File: src/rtl/adc_temp_averager_if.sv
// ADC response stream in, averaged temperature results out.
// The source/consumer side uses master; the averager uses slave.
interface adc_temp_averager_if #(
  parameter int DATA_W = 12
);
  logic              in_valid;
  logic [4:0]        in_channel;
  logic [DATA_W-1:0] in_data;
  logic              avg_valid;
  logic [DATA_W-1:0] avg_data;
  logic [DATA_W-1:0] temp_code;
  logic [DATA_W-1:0] min_code;
  logic [DATA_W-1:0] max_code;
  logic              stats_valid;
  logic              toggle;
  logic [7:0]        reject_count;

  modport master (
    output in_valid, in_channel, in_data,
    input  avg_valid, avg_data, temp_code, min_code, max_code,
    input  stats_valid, toggle, reject_count
  );

  modport slave (
    input  in_valid, in_channel, in_data,
    output avg_valid, avg_data, temp_code, min_code, max_code,
    output stats_valid, toggle, reject_count
  );
endinterface

File: src/rtl/adc_temp_averager.sv
// Block-averages 2**LOG2_N samples of one ADC channel, forms an offset-corrected
// temperature code and tracks min/max of the results for the display path.
module adc_temp_averager #(
  parameter int DATA_W      = 12,
  parameter int LOG2_N      = 4,
  parameter int CHANNEL     = 17,
  parameter int TEMP_OFFSET = 3431
) (
  input  logic          clock,
  input  logic          reset,
  input  logic          enable,
  input  logic          clear_stats,
  adc_temp_averager_if.slave bus
);
  localparam int ACC_W = DATA_W + LOG2_N;
  localparam int CNT_W = (LOG2_N > 0) ? LOG2_N : 1;
  localparam logic [CNT_W-1:0]  CNT_LAST = CNT_W'((1 << LOG2_N) - 1);
  localparam logic [4:0]        CH_SEL   = 5'(CHANNEL);
  localparam logic [DATA_W-1:0] OFFSET   = DATA_W'(TEMP_OFFSET);

  typedef enum logic {ACCUM, EMIT} state_t;

  function automatic logic [DATA_W-1:0] sat_offset(input logic [DATA_W-1:0] avg);
    return (avg < OFFSET) ? '0 : avg - OFFSET;
  endfunction

  function automatic logic [7:0] sat_inc8(input logic [7:0] v);
    return (v == 8'hFF) ? v : v + 8'd1;
  endfunction

  state_t            state_q, state_d;
  logic [ACC_W-1:0]  acc_q, acc_d;
  logic [CNT_W-1:0]  cnt_q, cnt_d;
  logic              avg_valid_q, avg_valid_d;
  logic [DATA_W-1:0] avg_data_q, avg_data_d;
  logic [DATA_W-1:0] temp_code_q, temp_code_d;
  logic [DATA_W-1:0] min_code_q, min_code_d;
  logic [DATA_W-1:0] max_code_q, max_code_d;
  logic              stats_valid_q, stats_valid_d;
  logic              toggle_q, toggle_d;
  logic [7:0]        reject_count_q, reject_count_d;

  logic              accept;
  logic              mismatch;
  logic              last;
  logic [ACC_W-1:0]  sum;
  logic [DATA_W-1:0] avg_new;

  always_comb begin
    accept   = enable & bus.in_valid & (bus.in_channel == CH_SEL);
    mismatch = bus.in_valid & (bus.in_channel != CH_SEL);
    last     = accept & (cnt_q == CNT_LAST);
    sum      = acc_q + ACC_W'(bus.in_data);
    // N full-scale samples fit exactly in ACC_W, so the shift is a plain truncating divide
    avg_new  = DATA_W'(sum >> LOG2_N);

    state_d        = last ? EMIT : ACCUM;
    acc_d          = acc_q;
    cnt_d          = cnt_q;
    avg_valid_d    = last;
    avg_data_d     = avg_data_q;
    temp_code_d    = temp_code_q;
    min_code_d     = min_code_q;
    max_code_d     = max_code_q;
    stats_valid_d  = stats_valid_q;
    toggle_d       = toggle_q;
    reject_count_d = reject_count_q;

    if (!enable) begin
      acc_d = '0;
      cnt_d = '0;
    end else if (last) begin
      acc_d = '0;
      cnt_d = '0;
    end else if (accept) begin
      acc_d = sum;
      cnt_d = cnt_q + CNT_W'(1);
    end

    if (last) begin
      avg_data_d  = avg_new;
      temp_code_d = sat_offset(avg_new);
    end

    if (mismatch) reject_count_d = sat_inc8(reject_count_q);

    if (clear_stats) begin
      min_code_d    = '1;
      max_code_d    = '0;
      stats_valid_d = 1'b0;
    end

    // The EMIT cycle folds the just-published temp_code into the stats; a coincident
    // clear reseeds from it rather than losing the result.
    if (state_q == EMIT) begin
      toggle_d = ~toggle_q;
      if (clear_stats || !stats_valid_q) begin
        min_code_d = temp_code_q;
        max_code_d = temp_code_q;
      end else begin
        if (temp_code_q < min_code_q) min_code_d = temp_code_q;
        if (temp_code_q > max_code_q) max_code_d = temp_code_q;
      end
      stats_valid_d = 1'b1;
    end
  end

  always_ff @(posedge clock) begin
    if (reset) begin
      state_q        <= ACCUM;
      acc_q          <= '0;
      cnt_q          <= '0;
      avg_valid_q    <= 1'b0;
      avg_data_q     <= '0;
      temp_code_q    <= '0;
      min_code_q     <= '1;
      max_code_q     <= '0;
      stats_valid_q  <= 1'b0;
      toggle_q       <= 1'b0;
      reject_count_q <= '0;
    end else begin
      state_q        <= state_d;
      acc_q          <= acc_d;
      cnt_q          <= cnt_d;
      avg_valid_q    <= avg_valid_d;
      avg_data_q     <= avg_data_d;
      temp_code_q    <= temp_code_d;
      min_code_q     <= min_code_d;
      max_code_q     <= max_code_d;
      stats_valid_q  <= stats_valid_d;
      toggle_q       <= toggle_d;
      reject_count_q <= reject_count_d;
    end
  end

  assign bus.avg_valid    = avg_valid_q;
  assign bus.avg_data     = avg_data_q;
  assign bus.temp_code    = temp_code_q;
  assign bus.min_code     = min_code_q;
  assign bus.max_code     = max_code_q;
  assign bus.stats_valid  = stats_valid_q;
  assign bus.toggle       = toggle_q;
  assign bus.reject_count = reject_count_q;
endmodule

File: src/flat_wrapper.sv
// flat-port wrapper written by rule: the top's interface ports become plain ports
module adc_temp_averager_flat 
#(
  parameter int DATA_W      = 12,
  parameter int LOG2_N      = 4,
  parameter int CHANNEL     = 17,
  parameter int TEMP_OFFSET = 3431
)
  (clock, reset, enable, clear_stats, bus_in_valid, bus_in_channel, bus_in_data, bus_avg_valid, bus_avg_data, bus_temp_code, bus_min_code, bus_max_code, bus_stats_valid, bus_toggle, bus_reject_count);
  adc_temp_averager_if #(.DATA_W(DATA_W)) bus_i ();
  input  logic clock;
  input  logic reset;
  input  logic enable;
  input  logic clear_stats;
  input wire logic [$bits(bus_i.in_valid)-1:0] bus_in_valid;
  input wire logic [$bits(bus_i.in_channel)-1:0] bus_in_channel;
  input wire logic [$bits(bus_i.in_data)-1:0] bus_in_data;
  output wire logic [$bits(bus_i.avg_valid)-1:0] bus_avg_valid;
  output wire logic [$bits(bus_i.avg_data)-1:0] bus_avg_data;
  output wire logic [$bits(bus_i.temp_code)-1:0] bus_temp_code;
  output wire logic [$bits(bus_i.min_code)-1:0] bus_min_code;
  output wire logic [$bits(bus_i.max_code)-1:0] bus_max_code;
  output wire logic [$bits(bus_i.stats_valid)-1:0] bus_stats_valid;
  output wire logic [$bits(bus_i.toggle)-1:0] bus_toggle;
  output wire logic [$bits(bus_i.reject_count)-1:0] bus_reject_count;
  assign bus_i.in_valid = bus_in_valid;
  assign bus_i.in_channel = bus_in_channel;
  assign bus_i.in_data = bus_in_data;
  assign bus_avg_valid = bus_i.avg_valid;
  assign bus_avg_data = bus_i.avg_data;
  assign bus_temp_code = bus_i.temp_code;
  assign bus_min_code = bus_i.min_code;
  assign bus_max_code = bus_i.max_code;
  assign bus_stats_valid = bus_i.stats_valid;
  assign bus_toggle = bus_i.toggle;
  assign bus_reject_count = bus_i.reject_count;
  adc_temp_averager #(.DATA_W(DATA_W), .LOG2_N(LOG2_N), .CHANNEL(CHANNEL), .TEMP_OFFSET(TEMP_OFFSET)) u_core (.clock(clock), .reset(reset), .enable(enable), .clear_stats(clear_stats), .bus(bus_i));
endmodule
File: config.mk
export PLATFORM = sky130hd
export DESIGN_NAME = adc_temp_averager_flat
export DESIGN_NICKNAME = d
export VERILOG_FILES = /design/src/rtl/adc_temp_averager_if.sv /design/src/rtl/adc_temp_averager.sv /design/src/flat_wrapper.sv
export SDC_FILE = /design/constraint.sdc
export NUM_CORES = 1
export LEC_CHECK = 0
export BUFFER_PORTS_ARGS = -buffer_cell sky130_fd_sc_hd__buf_2
export CAP_MARGIN = 20
export CORE_ASPECT_RATIO = 1.5
export CORE_MARGIN = 2
export CORE_UTILIZATION = 57
export CTS_CLUSTER_DIAMETER = 60
export DETAILED_ROUTE_END_ITERATION = 7
export GPL_ROUTABILITY_DRIVEN = 0
export GPL_TIMING_DRIVEN = 0
export PLACE_DENSITY_LB_ADDON = 0.15
export SYNTH_ARGS = -nofsm -noshare
export SYNTH_HDL_FRONTEND = slang
export SYNTH_SLANG_ARGS = --single-unit
File: constraint.sdc
create_clock -name clock -period 3.7 [get_ports clock]
set_clock_uncertainty 0.1 [all_clocks]
set_input_delay 0.37 -clock clock [delete_from_list [all_inputs] [get_ports clock]]
set_output_delay 0.37 -clock clock [all_outputs]
set_load 0.01 [all_outputs]
==> flow_metrics.env <==
export IMPL_status="completed"
export IMPL_synth_ff_latch_count=79
export IMPL_initial_core_util=0.584
export IMPL_rsz0062_at_grt="false"
export IMPL_fin_nets=724
export IMPL_cts_sinks=79
export IMPL_htree_levels=3
export IMPL_first_global_vias=4404
export IMPL_cts_setup_buffers=0
export IMPL_setup_tns_final_ns=0
export IMPL_endpoint_kind="flip-flop"
export IMPL_cts_tree="built"
export IMPL_dieWidth_um=78.0
export IMPL_rows=40
export IMPL_hpwl_um=9710
export IMPL_power_frac_seq=0.432
export IMPL_max_slew_margin=0.414
export IMPL_maxCapViolCount=0
export IMPL_p_int_mw=1.56
export IMPL_worst_slew_pin_slew_ns=0.873
export IMPL_post_route_util=0.691
export IMPL_clk_pin_slew_ns=0.06
export IMPL_seq_area_frac_synth=0.338
export IMPL_drt_iter0_markers=184
export IMPL_die_area_um2=8960
export IMPL_route_detailed_drc=0
export IMPL_cts_buffers=9
export IMPL_via_per_inst=5.84
export IMPL_ys_async_sr_fraction=0
export IMPL_power_leakage_nw=2.51
export IMPL_final_cell_mix="81 x buf_2, 79 x dfxtp_1, 69 x nand2_1"
export IMPL_grt_pass1_wl_um=20900
export IMPL_grt_ovfl_total=0
export IMPL_drt_wl_total_um=12900
export IMPL_switching_share=0.213
export IMPL_finalSetupViolations=0
export IMPL_switchingPower_uw=422
export IMPL_core_area_um2=8010
export IMPL_cts_hold_buf=0
export IMPL_required_ns=3.86
export IMPL_grt_total_usage=0.294
export IMPL_clk_latency_ns=0.34
export IMPL_syn2layout_area_growth_pct=18.4
export IMPL_hp_class="input port to flip-flop"
export IMPL_hold_depth=2
export IMPL_wl_per_cell_um=16.7
export IMPL_cts_resized=0
export IMPL_syn_area_um2=4680
export IMPL_dr_pass1_iters=4
export IMPL_clock_power_share=0.511
export IMPL_cts_root_buf="clkbuf_16"
export IMPL_grt_antenna_before_repair=0
export IMPL_die_y_um=115
export IMPL_period_minus_slack_ns=3.25
export IMPL_grt_max_degree=13
export IMPL_power_density_nw_per_um2=358
export IMPL_cts_path_max_buffers=2
export IMPL_drive_above_1_share=0.161
export IMPL_worstPathMaxFanout=8
export IMPL_drv_slew=0
export IMPL_peakVddDrop_mv=0.286
export IMPL_synth_cell_types=62
export IMPL_synth_ff_type="dfxtp_1"
export IMPL_antennaDiodeCount=0
export IMPL_fmax_ghz=0.308
export IMPL_syn_avg_cell_area_um2=8.16
export IMPL_crit_path_start_kind="flip-flop"
export IMPL_synth_edf_count=0
export IMPL_port_buffers=79
export IMPL_drtAntennaViolNets=0
export IMPL_r2r_worst_path_cells=10
export IMPL_yosysWarnings=0
export IMPL_pwr_share_comb=0.058
export IMPL_ios=81
export IMPL_postSynthCellCount=573
export IMPL_hold_violations=0
export IMPL_fin_crit_sh=0.877
export IMPL_critical_path_class="flip-flop to flip-flop"
export IMPL_arrival_ns=3.41
export IMPL_num_vias=4505
export IMPL_final_common_cell="buf_2"
export IMPL_p_total_mw=1.98
export IMPL_syn_nets=634
export IMPL_hold_ws_ns=0.241
[cells by family (layout without fill, tap and decap cells)]
logic type | Yosys count | count (layout) | share of synthesized area
AO/OA/AOI/OAI | 113 | 113 | 0.170
XOR/XNOR | 30 | 30 | 0.0578
adder cells (fa/ha/maj) | 39 | 39 | 0.106
buffers and inverters | 63 | 156 | 0.0511
flip-flops | 79 | 79 | 0.338
multiplexers | 14 | 14 | 0.0300
AND/OR/NAND/NOR | 235 | 235 | 0.247
[synthesized netlist by cell type (all sizes together) (5+ instances only)]
cell | instances | area (um2)
inv | 31 | 116
nor3 | 20 | 105
a21o | 10 | 75.1
xnor2 | 17 | 149
nor4b | 7 | 61.3
nand4 | 14 | 87.6
o21ai | 19 | 95.1
nor2b | 6 | 37.5
ha | 38 | 475
nor4 | 21 | 131
nor2 | 60 | 225
nand2 | 69 | 259
dfxtp | 79 | 1580
clkbuf | 26 | 97.6
buf | 6 | 25.0
o21a | 6 | 45.0
and3 | 5 | 31.3
a21oi | 36 | 180
nand3 | 12 | 60.1
mux2i | 14 | 140
xor2 | 13 | 121
a211oi | 11 | 82.6
[sequential cells by signal, summed over array words and instances (netlist names)]
register	flops
u_core.bus.avg_data	12
u_core.cnt_q	4
u_core.bus.toggle	1
u_core.bus.reject_count	8
u_core.bus.stats_valid	1
u_core.bus.avg_valid	1
u_core.bus.max_code	12
u_core.acc_q	16
u_core.bus.temp_code	12
u_core.bus.min_code	12
[power groups by stage]
stage | combinational (mW) | clock (mW) | sequential [mW]
4_1_cts | 0.114 | 1.01 | 0.856
2_1_floorplan | 0.0735 | 0 | 0.876
5_1_grt | 0.126 | 1.06 | 0.856
3_5_place_dp | 0.113 | 0 | 0.875
3_3_place_gp | 0.109 | 0 | 0.874
6_report | 0.115 | 1.01 | 0.856
[final timing paths]
kind | endpoint | slack [ns] | start
max | u_core.bus.temp_code[0] | 0.45 | u_core.acc_q[0]
min reg2reg | u_core.bus.avg_data[4] | 0.35 | u_core.bus.avg_data[4]
max reg2reg | u_core.bus.temp_code[0] | 0.45 | u_core.acc_q[0]
min | u_core.cnt_q[2] | 0.24 | enable
[critical path, stage by stage (launching register included)]
cell	delay [ns]
dfxtp_1	0.31
ha_1	0.22
fa_1	0.43
a21o_1	0.24
a221o_1	0.37
a211oi_1	0.32
xnor2_1	0.34
nand3_1	0.22
nor2_1	0.30
o311ai_4	0.17
o21ai_1	0.16
[stage by stage]
step	area (um2)	cells	worst slack [ns]
after floorplan	4680	573	0.816
after global placement	5200	757	0.356
after detailed placement	5200	757	0.293
after CTS	5540	771	0.477
after global routing	5540	771	0.217
final	5540	771	0.455
[layer usage]
layer | part of all wire | vias to the layer above | track usage | wire length, um
met5 | 0 | - | 0 | 0
li1 | - | 2216 | - | -
met2 | 0.54 | 133 | 0.557 | 6940
met3 | 0.048 | 34 | 0.0518 | 614
met4 | 0.035 | 0 | 0.160 | 457
met1 | 0.38 | 2122 | 0.303 | 4880
[layout make-up]
class	instances	area, um2
clock buffers	10	239
flip-flops and latches	79	1580
well taps	105	131
plain buffers	32	123
multi-input cells	431	2860
fillers	689	2470
clock inverters	4	95.1
repair buffers	79	395
inverters	31	116
Power figures use the tool's default switching activity.
